==> config.mk <==
export PLATFORM = sky130hd
export DESIGN_NAME = tof_echo_average
export DESIGN_NICKNAME = d
export VERILOG_FILES = /design/src/rtl/tof_echo_pkg.sv /design/src/rtl/tof_echo_average_fifo.sv /design/src/rtl/tof_echo_average.sv
export SDC_FILE = /design/constraint.sdc
export NUM_CORES = 1
export LEC_CHECK = 0
export ABC_AREA = 1
export CORE_MARGIN = 2
export CORE_UTILIZATION = 35
export DETAILED_ROUTE_END_ITERATION = 12
export PLACE_DENSITY = 0.57
export SYNTH_ARGS = -nofsm -noshare
export SYNTH_HDL_FRONTEND = slang
export SYNTH_SLANG_ARGS = --single-unit
==> constraint.sdc <==
create_clock -name i_clk -period 5.2 [get_ports i_clk]
set_input_delay 1.04 -clock i_clk [delete_from_list [all_inputs] [get_ports i_clk]]
set_output_delay 1.04 -clock i_clk [all_outputs]
set_load 0.01 [all_outputs]
==> src/rtl/tof_echo_pkg.sv <==
// Shared types and constants for the time-of-flight echo qualifier/averager.
package tof_echo_pkg;

    // Per-shot classification, listed in evaluation priority after HIT.
    typedef enum logic [2:0] {
        SHOT_HIT    = 3'd0,
        SHOT_MISS   = 3'd1,
        SHOT_NOFALL = 3'd2,
        SHOT_ORDER  = 3'd3,
        SHOT_RANGE  = 3'd4,
        SHOT_WIDTH  = 3'd5
    } shot_class_e;

    // Window state: accumulating shots, or one cycle of clearing after a close.
    typedef enum logic {
        ST_ACCUM = 1'b0,
        ST_FLUSH = 1'b1
    } win_state_e;

    // Result entry queued for the distance-packing stage.
    typedef struct packed {
        logic        status;
        logic [7:0]  hit_cnt;
        logic [15:0] tof;
        logic [15:0] width;
    } result_t;

    localparam int RESULT_W = 1 + 8 + 16 + 16;

    localparam logic STATUS_FULL = 1'b1;
    localparam logic STATUS_MISS = 1'b0;

    // Saturating 16-bit increment used by the error counter.
    function automatic logic [15:0] sat_inc16(input logic [15:0] v);
        if (v == 16'hFFFF) begin
            return 16'hFFFF;
        end else begin
            return v + 16'd1;
        end
    endfunction

endpackage

==> src/rtl/tof_echo_average_fifo.sv <==
// Synchronous show-ahead result FIFO. A push while full is only accepted
// when a pop happens in the same cycle; otherwise it is dropped and flagged.
module tof_result_fifo #(
    parameter int WIDTH = 41,
    parameter int DEPTH = 4
) (
    input  logic             i_clk,
    input  logic             i_rst,
    input  logic             i_push,
    input  logic [WIDTH-1:0] i_push_data,
    input  logic             i_pop,
    output logic [WIDTH-1:0] o_head,
    output logic             o_full,
    output logic             o_empty,
    output logic             o_drop
);

    localparam int AW = (DEPTH > 1) ? $clog2(DEPTH) : 1;
    localparam logic [AW:0]   DEPTH_C = (AW + 1)'(DEPTH);
    localparam logic [AW:0]   CNT_ONE = (AW + 1)'(1);
    localparam logic [AW-1:0] PTR_ONE = AW'(1);

    logic [WIDTH-1:0] mem_q [DEPTH];
    logic [AW-1:0]    wr_ptr_q, wr_ptr_d;
    logic [AW-1:0]    rd_ptr_q, rd_ptr_d;
    logic [AW:0]      count_q, count_d;
    logic             do_wr_s, do_rd_s;

    assign o_full  = (count_q == DEPTH_C);
    assign o_empty = (count_q == {(AW + 1){1'b0}});
    assign o_head  = mem_q[rd_ptr_q];

    // Decide which side moves this cycle and the resulting pointers/occupancy.
    always_comb begin
        do_rd_s  = i_pop && !o_empty;
        do_wr_s  = i_push && (!o_full || do_rd_s);
        o_drop   = i_push && o_full && !do_rd_s;
        wr_ptr_d = wr_ptr_q;
        rd_ptr_d = rd_ptr_q;
        count_d  = count_q;
        if (do_wr_s) begin
            wr_ptr_d = wr_ptr_q + PTR_ONE;
        end else begin
            wr_ptr_d = wr_ptr_q;
        end
        if (do_rd_s) begin
            rd_ptr_d = rd_ptr_q + PTR_ONE;
        end else begin
            rd_ptr_d = rd_ptr_q;
        end
        case ({do_wr_s, do_rd_s})
            2'b10:   count_d = count_q + CNT_ONE;
            2'b01:   count_d = count_q - CNT_ONE;
            default: count_d = count_q;
        endcase
    end

    // Pointer and occupancy registers.
    always_ff @(posedge i_clk) begin
        if (i_rst) begin
            wr_ptr_q <= {AW{1'b0}};
            rd_ptr_q <= {AW{1'b0}};
            count_q  <= {(AW + 1){1'b0}};
        end else begin
            wr_ptr_q <= wr_ptr_d;
            rd_ptr_q <= rd_ptr_d;
            count_q  <= count_d;
        end
    end

    // Entry storage; contents are don't-care until written.
    always_ff @(posedge i_clk) begin
        if (do_wr_s) begin
            mem_q[wr_ptr_q] <= i_push_data;
        end
    end

endmodule

==> src/rtl/tof_echo_average.sv <==
// Per-shot echo qualifier and 2^AVG_LOG2 hit averager with a result FIFO.
module tof_echo_average
    import tof_echo_pkg::*;
#(
    parameter int          AVG_LOG2   = 3,
    parameter logic [7:0]  WIN_SHOTS  = 8'd32,
    parameter logic [15:0] WIDTH_MIN  = 16'd2,
    parameter logic [15:0] WIDTH_MAX  = 16'd4000,
    parameter logic [15:0] RANGE_MAX  = 16'd20000,
    parameter int          FIFO_DEPTH = 4
) (
    input  logic        i_clk,
    input  logic        i_rst,
    input  logic [15:0] i_rise_data,
    input  logic [15:0] i_fall_data,
    input  logic        i_data_valid,
    output logic        o_result_valid,
    input  logic        i_result_ready,
    output logic [15:0] o_tof_avg,
    output logic [15:0] o_width_avg,
    output logic [7:0]  o_hit_cnt,
    output logic        o_status,
    output logic [15:0] o_err_cnt,
    output logic        o_overflow
);

    localparam int         SUM_W           = 16 + AVG_LOG2;
    localparam logic [7:0] HITS_PER_RESULT = 8'd1 << AVG_LOG2;

    // Stage 1 signals
    shot_class_e cls_d;
    logic [15:0] width_d;
    logic        s1_valid_q;
    shot_class_e s1_class_q;
    logic [15:0] s1_rise_q;
    logic [15:0] s1_width_q;

    // Stage 2 signals
    win_state_e       state_q, state_d;
    logic [7:0]       shot_cnt_q, shot_cnt_d;
    logic [7:0]       hit_cnt_q, hit_cnt_d;
    logic [SUM_W-1:0] tof_sum_q, tof_sum_d;
    logic [SUM_W-1:0] width_sum_q, width_sum_d;
    logic [7:0]       base_shot_s, base_hit_s, shot_new_s, hit_new_s;
    logic [SUM_W-1:0] base_tof_s, base_width_s, tof_new_s, width_new_s;
    logic             is_hit_s, full_close_s, tmo_close_s, push_s;
    result_t          push_entry_s;

    // Error and FIFO signals
    logic [15:0]         err_cnt_q, err_cnt_d;
    logic                overflow_q;
    logic [RESULT_W-1:0] push_bits_s, head_bits_s;
    result_t             head_s;
    logic                fifo_full_s, fifo_empty_s, fifo_drop_s, pop_s;

    // Classify the incoming shot; width is only formed when fall follows rise.
    always_comb begin
        width_d = 16'd0;
        cls_d   = SHOT_HIT;
        if (i_fall_data > i_rise_data) begin
            width_d = i_fall_data - i_rise_data;
        end else begin
            width_d = 16'd0;
        end
        if (i_rise_data == 16'd0) begin
            cls_d = SHOT_MISS;
        end else if (i_fall_data == 16'd0) begin
            cls_d = SHOT_NOFALL;
        end else if (i_fall_data <= i_rise_data) begin
            cls_d = SHOT_ORDER;
        end else if (i_rise_data >= RANGE_MAX) begin
            cls_d = SHOT_RANGE;
        end else if ((width_d < WIDTH_MIN) || (width_d > WIDTH_MAX)) begin
            cls_d = SHOT_WIDTH;
        end else begin
            cls_d = SHOT_HIT;
        end
    end

    // Stage 1 register: one classified shot per cycle.
    always_ff @(posedge i_clk) begin
        if (i_rst) begin
            s1_valid_q <= 1'b0;
            s1_class_q <= SHOT_MISS;
            s1_rise_q  <= 16'd0;
            s1_width_q <= 16'd0;
        end else begin
            s1_valid_q <= i_data_valid;
            s1_class_q <= cls_d;
            s1_rise_q  <= i_rise_data;
            s1_width_q <= width_d;
        end
    end

    // Window FSM next state: accumulate from a cleared base in FLUSH so a
    // shot arriving there becomes the first shot of the new window.
    always_comb begin
        base_shot_s  = shot_cnt_q;
        base_hit_s   = hit_cnt_q;
        base_tof_s   = tof_sum_q;
        base_width_s = width_sum_q;
        case (state_q)
            ST_ACCUM: begin
                base_shot_s  = shot_cnt_q;
                base_hit_s   = hit_cnt_q;
                base_tof_s   = tof_sum_q;
                base_width_s = width_sum_q;
            end
            default: begin
                base_shot_s  = 8'd0;
                base_hit_s   = 8'd0;
                base_tof_s   = {SUM_W{1'b0}};
                base_width_s = {SUM_W{1'b0}};
            end
        endcase

        is_hit_s    = s1_valid_q && (s1_class_q == SHOT_HIT);
        shot_new_s  = base_shot_s + 8'd1;
        hit_new_s   = base_hit_s + (is_hit_s ? 8'd1 : 8'd0);
        tof_new_s   = base_tof_s +
                      (is_hit_s ? {{AVG_LOG2{1'b0}}, s1_rise_q} : {SUM_W{1'b0}});
        width_new_s = base_width_s +
                      (is_hit_s ? {{AVG_LOG2{1'b0}}, s1_width_q} : {SUM_W{1'b0}});

        full_close_s = is_hit_s && (hit_new_s == HITS_PER_RESULT);
        tmo_close_s  = s1_valid_q && !full_close_s && (shot_new_s == WIN_SHOTS);
        push_s       = full_close_s || tmo_close_s;

        if (s1_valid_q) begin
            shot_cnt_d  = shot_new_s;
            hit_cnt_d   = hit_new_s;
            tof_sum_d   = tof_new_s;
            width_sum_d = width_new_s;
        end else begin
            shot_cnt_d  = base_shot_s;
            hit_cnt_d   = base_hit_s;
            tof_sum_d   = base_tof_s;
            width_sum_d = base_width_s;
        end

        push_entry_s.status  = STATUS_MISS;
        push_entry_s.hit_cnt = 8'd0;
        push_entry_s.tof     = 16'd0;
        push_entry_s.width   = 16'd0;
        if (full_close_s) begin
            push_entry_s.status  = STATUS_FULL;
            push_entry_s.hit_cnt = hit_new_s;
            push_entry_s.tof     = tof_new_s[SUM_W-1:AVG_LOG2];
            push_entry_s.width   = width_new_s[SUM_W-1:AVG_LOG2];
        end else if (tmo_close_s) begin
            push_entry_s.status  = STATUS_MISS;
            push_entry_s.hit_cnt = hit_new_s;
        end else begin
            push_entry_s.status  = STATUS_MISS;
        end

        if (push_s) begin
            state_d = ST_FLUSH;
        end else begin
            state_d = ST_ACCUM;
        end
    end

    // Window FSM state and accumulator registers.
    always_ff @(posedge i_clk) begin
        if (i_rst) begin
            state_q     <= ST_ACCUM;
            shot_cnt_q  <= 8'd0;
            hit_cnt_q   <= 8'd0;
            tof_sum_q   <= {SUM_W{1'b0}};
            width_sum_q <= {SUM_W{1'b0}};
        end else begin
            state_q     <= state_d;
            shot_cnt_q  <= shot_cnt_d;
            hit_cnt_q   <= hit_cnt_d;
            tof_sum_q   <= tof_sum_d;
            width_sum_q <= width_sum_d;
        end
    end

    // Error counter next value: NOFALL and ORDER shots, saturating.
    always_comb begin
        err_cnt_d = err_cnt_q;
        if (s1_valid_q && ((s1_class_q == SHOT_NOFALL) || (s1_class_q == SHOT_ORDER))) begin
            err_cnt_d = sat_inc16(err_cnt_q);
        end else begin
            err_cnt_d = err_cnt_q;
        end
    end

    // Error counter and sticky overflow flag.
    always_ff @(posedge i_clk) begin
        if (i_rst) begin
            err_cnt_q  <= 16'd0;
            overflow_q <= 1'b0;
        end else begin
            err_cnt_q  <= err_cnt_d;
            overflow_q <= overflow_q | fifo_drop_s;
        end
    end

    assign push_bits_s = push_entry_s;
    assign head_s      = head_bits_s;
    assign pop_s       = !fifo_empty_s && i_result_ready;

    tof_result_fifo #(
        .WIDTH (RESULT_W),
        .DEPTH (FIFO_DEPTH)
    ) u_fifo (
        .i_clk       (i_clk),
        .i_rst       (i_rst),
        .i_push      (push_s),
        .i_push_data (push_bits_s),
        .i_pop       (pop_s),
        .o_head      (head_bits_s),
        .o_full      (fifo_full_s),
        .o_empty     (fifo_empty_s),
        .o_drop      (fifo_drop_s)
    );

    // Present the FIFO head; fields read as zero while the FIFO is empty.
    always_comb begin
        o_result_valid = !fifo_empty_s;
        o_err_cnt      = err_cnt_q;
        o_overflow     = overflow_q;
        o_tof_avg      = 16'd0;
        o_width_avg    = 16'd0;
        o_hit_cnt      = 8'd0;
        o_status       = STATUS_MISS;
        if (!fifo_empty_s) begin
            o_tof_avg   = head_s.tof;
            o_width_avg = head_s.width;
            o_hit_cnt   = head_s.hit_cnt;
            o_status    = head_s.status;
        end else begin
            o_tof_avg   = 16'd0;
            o_width_avg = 16'd0;
            o_hit_cnt   = 8'd0;
            o_status    = STATUS_MISS;
        end
    end

endmodule

---- Word-level counts from Yosys, hierarchy flattened ----
Memories as Yosys holds them, arrays and structs flattened. A register that Yosys moved wholly into a read port is not among the register bits.
Cells that the tools add are included.
word-level totals
  memories kept ........................... 1
  bits in writable memories ............... 164
  register bits after elaboration ......... 115
  output and inout bits ................... 59
memory list
  name          words  bits a word  read ports  clocked after memory_dff  wr ports  RTL line                     RTL
  u_fifo.mem_q  4      41           1           1                         1         tof_echo_average_fifo.sv:23  logic [WIDTH-1:0] mem_q [DEPTH];
cells by class
  reductions and logical operators ........ 25
  order comparisons ....................... 5
  mux-type cells .......................... 30
  equality and inequality tests ........... 8
  add/subtract/negate cells ............... 10
  bitwise gates (word level) .............. 1
operators by type and width
  cell                                                                                number
  16-bit two-way mux                                                                  6
  19-bit two-way mux                                                                  4
  8-bit two-way mux                                                                   6
  19-bit by 16-bit adder with 19-bit output                                           2
  16-bit logical NOT                                                                  2
  32-bit two-way mux                                                                  1
  16-bit by 1-bit adder with 16-bit output (second input constant)                    1
  16-bit == test (second input constant)                                              1
  16-bit by 15-bit >= comparator with 1-bit output (second input constant)            1
  16-bit by 12-bit greater-than comparator with 1-bit output (second input constant)  1
  16-bit greater-than comparator                                                      1
  16-bit <= comparator                                                                1
  16-bit by 2-bit < comparator with 1-bit output (second input constant)              1
  16-bit subtractor                                                                   1
  1-bit logical AND                                                                   10
  9-bit two-way mux                                                                   1
  8-bit by 1-bit adder with 8-bit output                                              1
  8-bit by 1-bit adder with 8-bit output (second input constant)                      1
  8-bit by 4-bit == test with 1-bit output (second input constant)                    1
  8-bit by 6-bit == test with 1-bit output (second input constant)                    1
  2-bit two-way mux                                                                   4
  3-bit by 2-bit == test with 1-bit output (second input constant)                    2
  3-bit logical NOT                                                                   2
  3-bit two-way mux                                                                   2
  14 further kinds                                                                    25

---- Depth between registers and ports, before layout ----
Gate-level depths: netlist of the first run.
  depth in word-level cells ............... 13
  depth in mapped cells ................... 24

---- Modules after synthesis ----
A second synthesis of the first run with hierarchy kept.
second synthesis, totals
  cells, all modules ...................... 1809
  area, all modules ....................... 14740.4 sq um
modules (own cells, without submodules)
  module            cells each  area each (sq um)  times used  seq. area each (sq um)
  tof_echo_average  1346        8220.4             1           2162.1
  tof_result_fifo   463         6520.0             1           5104.9

---- Least setup slack after synthesis of the first run ----
Ideal clock, no wire load.
  kind .................................... reg2reg
  start ................................... reg state_q
  end ..................................... mem u_fifo.mem_q[0][0] (enable)
  arrival ................................. 4.044 ns
  clock period less this slack ............ 4.483 ns
  path slack .............................. 0.717 ns
  stages on the path, launching flop included .. 18
  setup time .............................. 0.439 ns
  cell sequence ........................... dfxtp_1 > inv_2 > buf_6 > buf_4 > clkbuf_1 > nand2_1 > inv_1 > ha_1 > ha_1 > nand2_1 > nor2_4 > xor2_1 > nand4_1 > nor2_1 > nand3_2 > nand2_2 > nand2_4 > nor2_1
on the way
  longest elaborated chain between the ends .. 11
  elaborated cells on any way between the ends .. 14
  classes of those cells .................. 2 x add/sub; 2 x eq/ne; 4 x mux; 6 x reduce/logical
RTL lines
  element                                    RTL line                     RTL
  start, declared                            tof_echo_average.sv:39       win_state_e state_q, state_d;
  start signal, assigned                     tof_echo_average.sv:173      state_q <= state_d;
  8-bit two-way mux                          tof_echo_average.sv:102      case (state_q)
  8-bit by 1-bit adder with 8-bit output     tof_echo_average.sv:119      hit_new_s = base_hit_s + (is_hit_s ? 8'd1 : 8'd0);
  8-bit by 4-bit == test with 1-bit output   tof_echo_average.sv:125      full_close_s = is_hit_s && (hit_new_s == HITS_PER_RESULT);
  1-bit logical AND                          tof_echo_average.sv:125
  1-bit logical NOT                          tof_echo_average.sv:126      tmo_close_s = s1_valid_q && !full_close_s && (shot_new_s == WIN_SHOTS);
  1-bit logical AND (2 in a row)             tof_echo_average.sv:126
  1-bit logical OR *                         tof_echo_average.sv:127      push_s = full_close_s || tmo_close_s;
  1-bit logical AND *                        tof_echo_average_fifo.sv:36  do_wr_s = i_push && (!o_full || do_rd_s);
  1-bit two-way mux *                        tof_echo_average_fifo.sv:73  if (do_wr_s) begin
  1-bit two-way mux (not written as such) *  tof_echo_average_fifo.sv:74  mem_q[wr_ptr_q] <= i_push_data;
  end, declared                              tof_echo_average_fifo.sv:23
Mark *: on every way between the ends. The rest lies on a longest branch, timed or not.

---- Worst setup path in the final report of the first run ----
  start ................................... reg u_fifo.count_q[0]
  end ..................................... out o_hit_cnt[3]
on the way
  longest elaborated chain between the ends .. 2
RTL lines
  element                 RTL line                     RTL
  start, declared         tof_echo_average_fifo.sv:26  logic [AW:0] count_q, count_d;
  start signal, assigned  tof_echo_average_fifo.sv:63  count_q <= {(AW + 1){1'b0}};
  start signal, assigned  tof_echo_average_fifo.sv:67  count_q <= count_d;
  3-bit logical NOT       tof_echo_average_fifo.sv:30  assign o_empty = (count_q == {(AW + 1){1'b0}});
  8-bit two-way mux       tof_echo_average.sv:230      if (!fifo_empty_s) begin
  end, declared           tof_echo_average.sv:21       output logic [7:0] o_hit_cnt,
No other way between the ends.

==> results of run 1 <==
[sequential cells by signal, summed over array words and instances (netlist names), named ones only]
| name | count |
|---|---|
| shot_cnt_q | 8 |
| o_overflow | 1 |
| hit_cnt_q | 8 |
| u_fifo.wr_ptr_q | 2 |
| o_err_cnt | 16 |
| u_fifo.count_q | 3 |
| width_sum_q | 19 |
| s1_width_q | 16 |
| tof_sum_q | 19 |
| s1_valid_q | 1 |
| u_fifo.rd_ptr_q | 2 |
| s1_class_q | 3 |
| state_q | 1 |
| s1_rise_q | 16 |
| u_fifo.mem_q | 164 |
[worst min-delay path by stage]
stage	from	endpoint	slack (ns)	depth (start not counted)
3_5_place_dp	u_fifo.rd_ptr_q[1]	u_fifo.rd_ptr_q[1]	0.47	2
2_1_floorplan	u_fifo.rd_ptr_q[1]	flop	0.44	2
5_1_grt	hit_cnt_q[0]	hit_cnt_q[0]	0.48	2
3_3_place_gp	u_fifo.rd_ptr_q[0]	u_fifo.rd_ptr_q[0]	0.45	1
6_report	u_fifo.rd_ptr_q[1]	u_fifo.rd_ptr_q[1]	0.47	2
4_1_cts	u_fifo.rd_ptr_q[1]	flop	0.48	2
[placed cells by master (no fill, tap or decap), types with 11 or more instances in the layout]
master	count
nor2_1	338
inv_1	264
nand2_1	252
edfxtp_1	164
o21ai_0	145
a21oi_1	133
dfxtp_1	115
clkdlybuf4s50_1	93
ha_1	58
nand3_1	52
xor2_1	33
clkbuf_16	32
buf_4	18
nand4_1	15
o211ai_1	15
xnor2_1	13
o21ai_1	11
a31oi_1	11
[cell families after synthesis]
kind of cell             count (synthesis)  share of synthesized area (%)
adder cells (fa/ha/maj)                 62                           5.51
AO/OA/AOI/OAI                          338                           12.5
AND/OR/NAND/NOR                        718                           20.6
buffers and inverters                  341                           8.92
flip-flops                             281                           49.7
XOR/XNOR                                46                           2.76
[per-stage QoR]
step | instances | util, % | hold WS (ns) | instance area [um^2]
detailed placement | 2366 | 39.4 | 0.468 | 16200
finish | 2420 | 41.9 | 0.472 | 17200
global route | 2420 | 41.9 | 0.484 | 17200
global placement | 2366 | 39.4 | 0.454 | 16200
floorplan | 1786 | - | 0.436 | 14600
CTS | 2420 | 41.9 | 0.477 | 17200
[area by class of cell]
| class | count | area [um^2] | area share [%] |
|---|---|---|---|
| Clock inverter | 8 | 100 | 0.582 |
| Clock buffer | 46 | 910 | 5.29 |
| Inverter | 274 | 1030 | 6.00 |
| Sequential cell | 281 | 7270 | 42.3 |
| Multi-Input combinational cell | 1164 | 6080 | 35.4 |
| Timing Repair Buffer | 115 | 1130 | 6.58 |
| Tap cell | 532 | 666 | 3.87 |
[per-layer routing]
metal	global-route usage (%)	wire, um	vias up
met1	23.0	17700	5460
met5	0	0	-
met4	4.14	589	0
met3	1.86	1470	46
li1	-	-	5966
met2	27.8	16600	239
[power by group]
part           switching, uW  leakage [uW]  internal (uW)  total, uW
Sequential              19.1       0.00287           2380       2400
Combinational            502       0.00409            264        766
Clock                    856      0.000501           1300       2160
Total                   1380       0.00746           3950       5320
[synthesized netlist by cell type, drive strengths merged, types with 13 or more instances]
cell,number
xor2,33
nor3,13
a21oi,136
nand4,15
o21ai,156
dfxtp,117
clkbuf,61
nand2,266
edfxtp,164
ha,58
xnor2,13
nand3,57
nor2,349
o211ai,15
inv,268
[worst register-to-register path, delay by kind of cell, from the launching register on]
kind / cells / cell delay [ns]
buffers and inverters: 6 / 1.21
adders and majority gates: 3 / 0.74
and+or+nand+nor: 7 / 0.79
DFF: 1 / 0.30
AOI/OAI and AO/OA: 4 / 0.47
xor gates and xnor gates: 1 / 0.18
==> flow_summary_export.csv, run 1 <==
group,metric,value,unit
die,rows,74,
drt,drtAntennaViolNets,0,
place,pre_cts_ws,1.35,ns
die,die_area,43400,um^2
sta,rsz0062_at_grt,"false",
sta,fmax,0.252,GHz
synthesis,synth_seq_cells,281,
power_and_ir_drop,p_leak,0.00746,uW
synthesis,netlist_instances,1786,
worst_setup_path,cp-start-kind,"flop",
sta,drv_slew,0,
sta,setup_viol,0,
die,core_area,41000,um^2
worst_setup_path,cp_top_family,"buffers and inverters",
die,die_x,208,um
global_routing,grt_start_max_net_pins,83,
worst_setup_path,cp.required,4.16,ns
power_and_ir_drop,power.total,5320,uW
worst_setup_path,max_stage_delay,0.58,ns
synthesis,synth_top_flop_cell,"edfxtp_1",
worst_setup_path,reg2reg_slack,1.38,ns
worst_setup_path,path_buf_inv,3,
synthesis,ys_seq_area_share,49.7,%
synthesis,syn_nets,1884,
clocking,hold_buffers,0,
die,pin_count,95,
drt,drt-vias-per-instance,4.84,
synthesis,synth-edff-count,164,
clocking,cts_inserted_buffers,29,
clocking,post_cts_buffers,0,
global_routing,antenna_found_initial,0,
worst_setup_path,slowest_stage,"clkinv_1",
worst_setup_path,reg2regPathDepth,21,
global_routing,grt_pass1_wl,59000,um
synthesis,synth_top_area_share,33.7,%
die,start_util,35.7,%
die,die_h,208,um
drt,vias,11711,
final_layout,n_antenna_cell,0,
synthesis,syn_area,14600,um^2
clocking,root_buffer,"clkbuf_16",
sta,final.setup.tns,0,ns
place,portBuffers,94,
hold_path,worstHoldPathType,"flop to flop",
place,routabilityCongestion,0.876,
synthesis,ys_types,52,
outcome,status,"finished, final reports clean",
worst_setup_path,worst_ep_arrival_time,2.92,ns
sta,relSlewSlack,35.1,%
worst_setup_path,timing.rr.start,"state_q",
sta,hold_viol,0,
drt,firstDrtPassIters,5,
global_routing,grt_pass1_vias,11329,
synthesis,synth_async_sr_flop_share,0,%
synthesis,yosys.area.top_type,"edfxtp_1",
sta,finalCritPeriodShare,76.2,%
clocking,path_clk_slew,0.06,ns
global_routing,grt-ovfl-total,0,
synthesis,synth_area_per_cell,8.19,um^2
job,cap_violations,0,
global_routing,track_usage,16.6,%
sta,tightest_slew,0.973,ns
synthesis,synthTopCellsByArea,"edfxtp_1, dfxtp_1, nor2_1, inv_1, nand2_1",
final_layout,n_fill_cell,4080,
worst_setup_path,cp-end-kind,"primary output",
drt,drc_errors,0,
final_layout,layout-drive-gt1-share,6.20,%
sta,fin_crit,3.96,ns
power_and_ir_drop,power.density,310,nW/um^2
worst_setup_path,worstPathCellList,"nor2_1, nand2_1, clkinv_1, buf_4, a21oi_1, clkdlybuf4s50_1",
drt,wl_per_cell,15.0,um
sta,setup_ws,1.24,ns
worst_setup_path,crit_type,"flop to primary output",
power_and_ir_drop,ir_drop,225,uV
drt,wl,36300,um
worst_setup_path,endpoint,"o_hit_cnt[3]",
worst_setup_path,crit_start,"u_fifo.count_q[0]",
synthesis,ys_warn_count,0,
place,dp_hpwl,24900,um
worst_setup_path,r2r_end,"u_fifo.count_q[2]",
clocking,h-tree-depth,1,
clocking,cts_buffer_depth,3,
worst_setup_path,worstSetupPathDepth,6,
drt,drt_iter0_markers,772,
clocking,worstSkewPairLatency,0.56,ns
clocking,post_cts_resized,0,
sta,finClkSkew,0.0155,ns
clocking,cts_sinks,281,
worst_setup_path,crit_fanout,18,
final_layout,area_delta_synth_final,17.5,%
clocking,tritoncts,"built",
final_layout,nets,1963,
No activity file was read; power rests on OpenSTA's default activity.
==> inputs of run 2 (changes only) <==
--- a/config.mk
+++ b/config.mk
@@ -9,7 +9,7 @@
 export CORE_MARGIN = 2
 export CORE_UTILIZATION = 35
 export DETAILED_ROUTE_END_ITERATION = 12
-export PLACE_DENSITY = 0.57
+export PLACE_DENSITY = 0.59
 export SYNTH_ARGS = -nofsm -noshare
 export SYNTH_HDL_FRONTEND = slang
 export SYNTH_SLANG_ARGS = --single-unit
==> constraint.sdc (replaced) <==
create_clock -name i_clk -period 3.6 [get_ports i_clk]
set_input_delay 0.72 -clock i_clk [delete_from_list [all_inputs] [get_ports i_clk]]
set_output_delay 0.72 -clock i_clk [all_outputs]
set_load 0.01 [all_outputs]
==> flow_summary_export.csv, run 2 (synthesized netlist as in run 1, its figures left out) <==
group,metric,value,unit
power_and_ir_drop,power_switching,2030,uW
global_routing,grt_start_max_net_pins,83,
worst_setup_path,worst_ep_arrival_time,2.65,ns
die,start_util,35.7,%
clocking,worstSkewPairLatency,0.56,ns
final_layout,fin_util,42.2,%
global_routing,grt_pass1_wl,58500,um
power_and_ir_drop,power_frac_comb,14.2,%
global_routing,track_usage,16.6,%
drt,wl,36200,um
final_layout,area_delta_synth_final,18.4,%
sta,rsz0062_at_grt,"false",
power_and_ir_drop,clkPwrFrac,41.6,%
final_layout,design_area,17300,um^2
sta,setup_viol,0,
final_layout,largest_register_ffs,164,
die,core_area,41000,um^2
sta,relSlewSlack,37.6,%
final_layout,nets,1968,
worst_setup_path,crit_fanout,27,
worst_setup_path,cp.required,2.88,ns
power_and_ir_drop,p_int,5820,uW
clocking,path_clk_slew,0.06,ns
power_and_ir_drop,power_switching_share,25.9,%
power_and_ir_drop,ir_drop,321,uV
power_and_ir_drop,p_leak,0.00751,uW
final_layout,final_common_cell,"nor2_1",
sta,finalCritPeriodShare,93.5,%
worst_setup_path,max_stage_delay,0.59,ns
sta,drv_slew,0,
drt,wl_per_cell,14.9,um
final_layout,layout_common_cells,"nor2_1, inv_1, nand2_1, edfxtp_1, o21ai_0",
power_and_ir_drop,pwr-share-seq,44.2,%
final_layout,regMostFlops,"u_fifo.mem_q",
global_routing,grt-ovfl-total,0,
global_routing,antenna_found_initial,0,
place,portBuffers,94,
sta,fin_crit,3.37,ns
worst_setup_path,cp_top_family,"buffers and inverters",
die,die_h,208,um
sta,tightest_slew,0.937,ns
outcome,status,"finished, final reports clean",
drt,drc_errors,0,
die,rows,74,
die,die_area,43400,um^2
place,placed_area,16300,um^2
drt,drt_iter0_markers,713,
clocking,post_cts_buffers,0,
sta,whs,0.471,ns
worst_setup_path,slowest_stage,"clkdlybuf4s50_1",
worst_setup_path,crit_type,"flop to primary output",
place,place_inst,2371,
global_routing,grt_pass1_vias,11189,
die,die_x,208,um
clocking,cts_buffer_depth,3,
final_layout,finalNonFillerCells,2425,
final_layout,layout-drive-gt1-share,6.81,%
drt,firstDrtPassIters,5,
place,routabilityCongestion,0.888,
drt,drtAntennaViolNets,0,
worst_setup_path,path_buf_inv,3,
clocking,tritoncts,"built",
final_layout,reg_top3,"u_fifo.mem_q (164), tof_sum_q (19), width_sum_q (19)",
job,cap_violations,0,
power_and_ir_drop,power.total,7860,uW
drt,vias,11642,
sta,fmax,0.297,GHz
clocking,cts_sinks,281,
worst_setup_path,cp-end-kind,"primary output",
clocking,h-tree-depth,1,
clocking,cts_inserted_buffers,29,
sta,hold_viol,0,
final_layout,n_antenna_cell,0,
drt,drt-vias-per-instance,4.80,
place,dp_hpwl,24800,um
hold_path,worstHoldPathType,"flop to flop",
final_layout,n_fill_cell,4061,
power_and_ir_drop,power.density,454,nW/um^2
sta,finClkSkew,0.0127,ns
clocking,root_buffer,"clkbuf_16",
worst_setup_path,cp-start-kind,"flop",
die,pin_count,95,
worst_setup_path,worstPathCellList,"nor2_1, nand2_1, clkinv_1, buf_4, a21oi_1, clkdlybuf4s50_1",
-- run 2: changes by cell type in the layout (fill, tap and decap cells not counted), moves of 2 or more --
cell        change
clkinv_2        +5
bufinv_16       +4
clkbuf_1        -4
buf_12          +3
clkbuf_16       -3
buf_4           +2
clkbuf_2        -2
clkinv_1        -2
clkinvlp_4      +2
inv_6           +2
-- run 2: through the flow --
stage          setup TNS, ns  worst slack, ns
2_1_floorplan         -33.94           -0.207
3_3_place_gp               0            0.202
3_5_place_dp               0            0.161
4_1_cts                    0            0.137
5_1_grt                    0           0.0354
6_report                   0            0.234
-- run 2: final cells by class --
type | instances | area (um^2) | area share, %
flip-flops and latches | 281 | 7270 | 42.0
inverters | 274 | 1040 | 5.99
well taps | 532 | 666 | 3.84
repair buffers | 120 | 1210 | 6.97
multi-input cells | 1164 | 6080 | 35.1
clock inverters | 19 | 263 | 1.52
clock buffers | 35 | 788 | 4.55
-- run 2: worst paths after layout --
path / startpoint / endpoint / slack [ns] / cells past startpoint
worst max-delay path: u_fifo.count_q[0] / o_hit_cnt[1] / 0.23 / 6
worst min-delay path: tof_sum_q[0] / tof_sum_q[0] / 0.47 / 2
worst max register to register: s1_class_q[1] / u_fifo.count_q[2] / 0.31 / 20
worst min register to register: tof_sum_q[0] / tof_sum_q[0] / 0.47 / 2
-- run 2: routing by layer --
| layer | vias up | routed length [um] | GRT usage (%) |
|---|---|---|---|
| li1 | 5983 | - | - |
| met1 | 5365 | 17800 | 23.1 |
| met2 | 235 | 15900 | 27.0 |
| met3 | 59 | 1710 | 2.26 |
| met4 | 0 | 802 | 4.39 |
| met5 | - | 0 | 0 |
-- run 2: timing repair --
| action | 4_1_cts | 5_1_grt |
|---|---|---|
| resized for setup | 0 | 4 |
| hold endpoints to repair | 0 | 0 |
| hold buffers | 0 | 0 |
| setup endpoints to repair | 0 | 6 |
-- run 2: power by group through the flow --
stage          Sequential [uW]  Clock [uW]  Combinational [uW]
6_report                  3470        3270                1120
5_1_grt                   3480        3470                1270
4_1_cts                   3470        3330                1120
3_5_place_dp              3540           0                1120
3_3_place_gp              3540           0                1110
2_1_floorplan             3530           0                 755
-- run 2: tightest hold or removal path, cell delays in order, from the launching register on --
cell	delay (ns)
dfxtp_1	0.30
nand2_1	0.07
a21oi_1	0.06
==> inputs of run 3 (changes only) <==
--- a/config.mk
+++ b/config.mk
@@ -5,7 +5,6 @@
 export SDC_FILE = /design/constraint.sdc
 export NUM_CORES = 1
 export LEC_CHECK = 0
-export ABC_AREA = 1
 export CORE_MARGIN = 2
 export CORE_UTILIZATION = 35
 export DETAILED_ROUTE_END_ITERATION = 12
==> flow_summary_export.csv, run 3 <==
group,metric,value,unit
worst_setup_path,worstPathCellList,"nor4_4, buf_6, and2_1, ha_1, inv_1, fa_1, nor2b_2, o21a_1, o21ai_0, a21oi_1, o211ai_1, a21oi_2, nor4_1, or4_1, a21oi_2",
worst_setup_path,cp-start-kind,"flop",
clocking,cts_sinks,281,
power_and_ir_drop,power.density,392,nW/um^2
clocking,cts_inserted_buffers,29,
die,core_area,39500,um^2
synthesis,yosys.area_share.simple,18.0,%
synthesis,synth_seq_cells,281,
drt,drt-vias-per-instance,4.86,
final_layout,fin_util,43.1,%
sta,whs,0.489,ns
final_layout,n_antenna_cell,0,
clocking,cts_buffer_depth,3,
synthesis,synth_top_area_share,35.4,%
global_routing,grt_start_max_net_pins,60,
sta,rsz0062_at_grt,"true",
synthesis,synth_top_flop_cell,"edfxtp_1",
drt,drt_iter0_markers,538,
die,die_area,41300,um^2
sta,finalCritPeriodShare,95.1,%
synthesis,ys_seq_area_share,52.3,%
global_routing,antenna_found_initial,0,
sta,tightest_slew,0.631,ns
final_layout,n_fill_cell,3768,
synthesis,synth_area_per_cell,11.2,um^2
worst_setup_path,cp_common_cell,"a21oi_2",
synthesis,synth-edff-count,164,
synthesis,synth_top_family_by_area,"simple AND/OR/NAND/NOR gates",
worst_setup_path,max_stage_delay,0.50,ns
global_routing,track_usage,14.7,%
sta,drv_slew,0,
final_layout,layout-drive-gt1-share,15.8,%
synthesis,synth_most_common_cell,"nor2_1",
drt,drc_errors,0,
place,portBuffers,94,
synthesis,ys_types,74,
clocking,root_buffer,"clkbuf_16",
clocking,h-tree-depth,1,
die,pin_count,95,
power_and_ir_drop,p_leak,0.00665,uW
final_layout,layout_common_cells,"nor2_1, edfxtp_1, dfxtp_1, clkdlybuf4s50_1, and2_1",
synthesis,netlist_instances,1244,
synthesis,synthTopCellsByArea,"edfxtp_1, dfxtp_1, mux4_2, ha_1, nor2_1",
place,placed_area,15900,um^2
die,rows,73,
outcome,status,"finished, final reports clean",
synthesis,synth_mux_area_share,7.40,%
worst_setup_path,cp.required,3.99,ns
synthesis,yosys.area.top_type,"edfxtp_1",
global_routing,grt_pass1_wl,49000,um
synthesis,syn_area,13900,um^2
sta,finClkSkew,0.0180,ns
synthesis,ys_warn_count,0,
sta,fin_crit,3.42,ns
place,routabilityCongestion,0.856,
final_layout,design_area,17000,um^2
final_layout,regMostFlops,"u_fifo.mem_q",
sta,hold_viol,0,
synthesis,synth_async_sr_flop_share,0,%
worst_setup_path,crit_fanout,7,
synthesis,syn_nets,1342,
clocking,tritoncts,"built",
global_routing,grt-ovfl-total,0,
job,cap_violations,0,
sta,fmax,0.292,GHz
worst_setup_path,crit_type,"flop to flop",
sta,setup_viol,0,
synthesis,synth_common_cells,"nor2_1, edfxtp_1, dfxtp_1, and2_1, a21oi_1",
final_layout,area_delta_synth_final,22.3,%
drt,firstDrtPassIters,5,
clocking,worstSkewPairLatency,0.56,ns
power_and_ir_drop,ir_drop,357,uV
final_layout,largest_register_ffs,164,
power_and_ir_drop,power.total,6660,uW
synthesis,synth_xor_area_share,4.78,%
drt,vias,9407,
drt,wl_per_cell,15.6,um
worst_setup_path,worst_ep_arrival_time,3.81,ns
die,die_x,203,um
synthesis,synthAdderAreaFrac,5.80,%
die,die_h,203,um
drt,wl,30300,um
global_routing,grt_pass1_vias,9164,
final_layout,reg_top3,"u_fifo.mem_q (164), tof_sum_q (19), width_sum_q (19)",
clocking,path_clk_slew,0.06,ns
drt,drtAntennaViolNets,0,
final_layout,nets,1484,
die,start_util,35.2,%
synthesis,synth_compound_area_share,8.95,%
hold_path,worstHoldPathType,"flop to flop",
place,dp_hpwl,21600,um
worst_setup_path,slowest_stage,"or4_1",
worst_setup_path,cp-end-kind,"flop",
sta,relSlewSlack,58.0,%
==> run 3: layout make-up <==
type	instances	area (um^2)	area share [%]
clock buffers	42	825	4.85
inverters	47	179	1.05
repair buffers	163	1600	9.39
well taps	525	657	3.86
clock inverters	12	101	0.596
flip-flops and latches	281	7270	42.8
multi-input cells	864	6370	37.5
==> run 3: critical path, delay by kind of cell, from the launching register on <==
| kind | cells | cell delay, ns |
|---|---|---|
| AND/OR/NAND/NOR | 5 | 1.15 |
| AO/OA/AOI/OAI | 6 | 1.03 |
| adder cells (fa/ha/maj) | 2 | 0.56 |
| flip-flops | 1 | 0.32 |
| buffers and inverters | 2 | 0.21 |
==> run 3: path summary, 6_finish.rpt <==
| path | start | endpoint | slack, ns | cells after the start |
|---|---|---|---|---|
| setup / recovery | s1_class_q[0] | u_fifo.mem_q[1][15] | 0.18 | 15 |
| hold / removal | o_overflow | o_overflow | 0.49 | 2 |
| setup reg to reg | s1_class_q[0] | u_fifo.mem_q[1][15] | 0.18 | 15 |
| hold reg to reg | o_overflow | o_overflow | 0.49 | 2 |
==> run 3: routing by layer <==
metal / global-route usage, % / part of all wire (%) / vias up
met4: 3.57 / 1.6 / 0
met2: 23.5 / 45 / 148
met1: 21.3 / 50 / 4512
met5: 0 / 0 / -
met3: 1.79 / 3.5 / 33
li1: - / - / 4714
==> run 3: repair_timing <==
action,in CTS,in global routing
hold buffers,0,0
endpoints found under the setup margin,4,195
gates resized for setup,1,18
buffers inserted,0,9
pin swaps,0,11
==> run 3: power breakdown <==
group | internal, uW | switching [uW]
registers | 3390 | 11.7
logic | 164 | 207
clock network | 1660 | 1220
total | 5220 | 1430
==> run 3: logic make-up after synthesis <==
family | after synthesis
and+or+nand+nor | 490
DFF | 281
AOI/OAI and AO/OA | 186
buffers and inverters | 99
xor gates and xnor gates | 75
adders and majority gates | 62
muxes | 51
==> run 3: per-stage QoR <==
step,setup slack (ns),TNS (ns),cells
after floorplan,-0.0468,-7.72,1244
after global placement,-0.106,-0.210,1871
after detailed placement,-0.131,-0.305,1871
after CTS,0.0124,0,1925
after global routing,-0.0563,-0.259,1934
final,0.177,0,1934
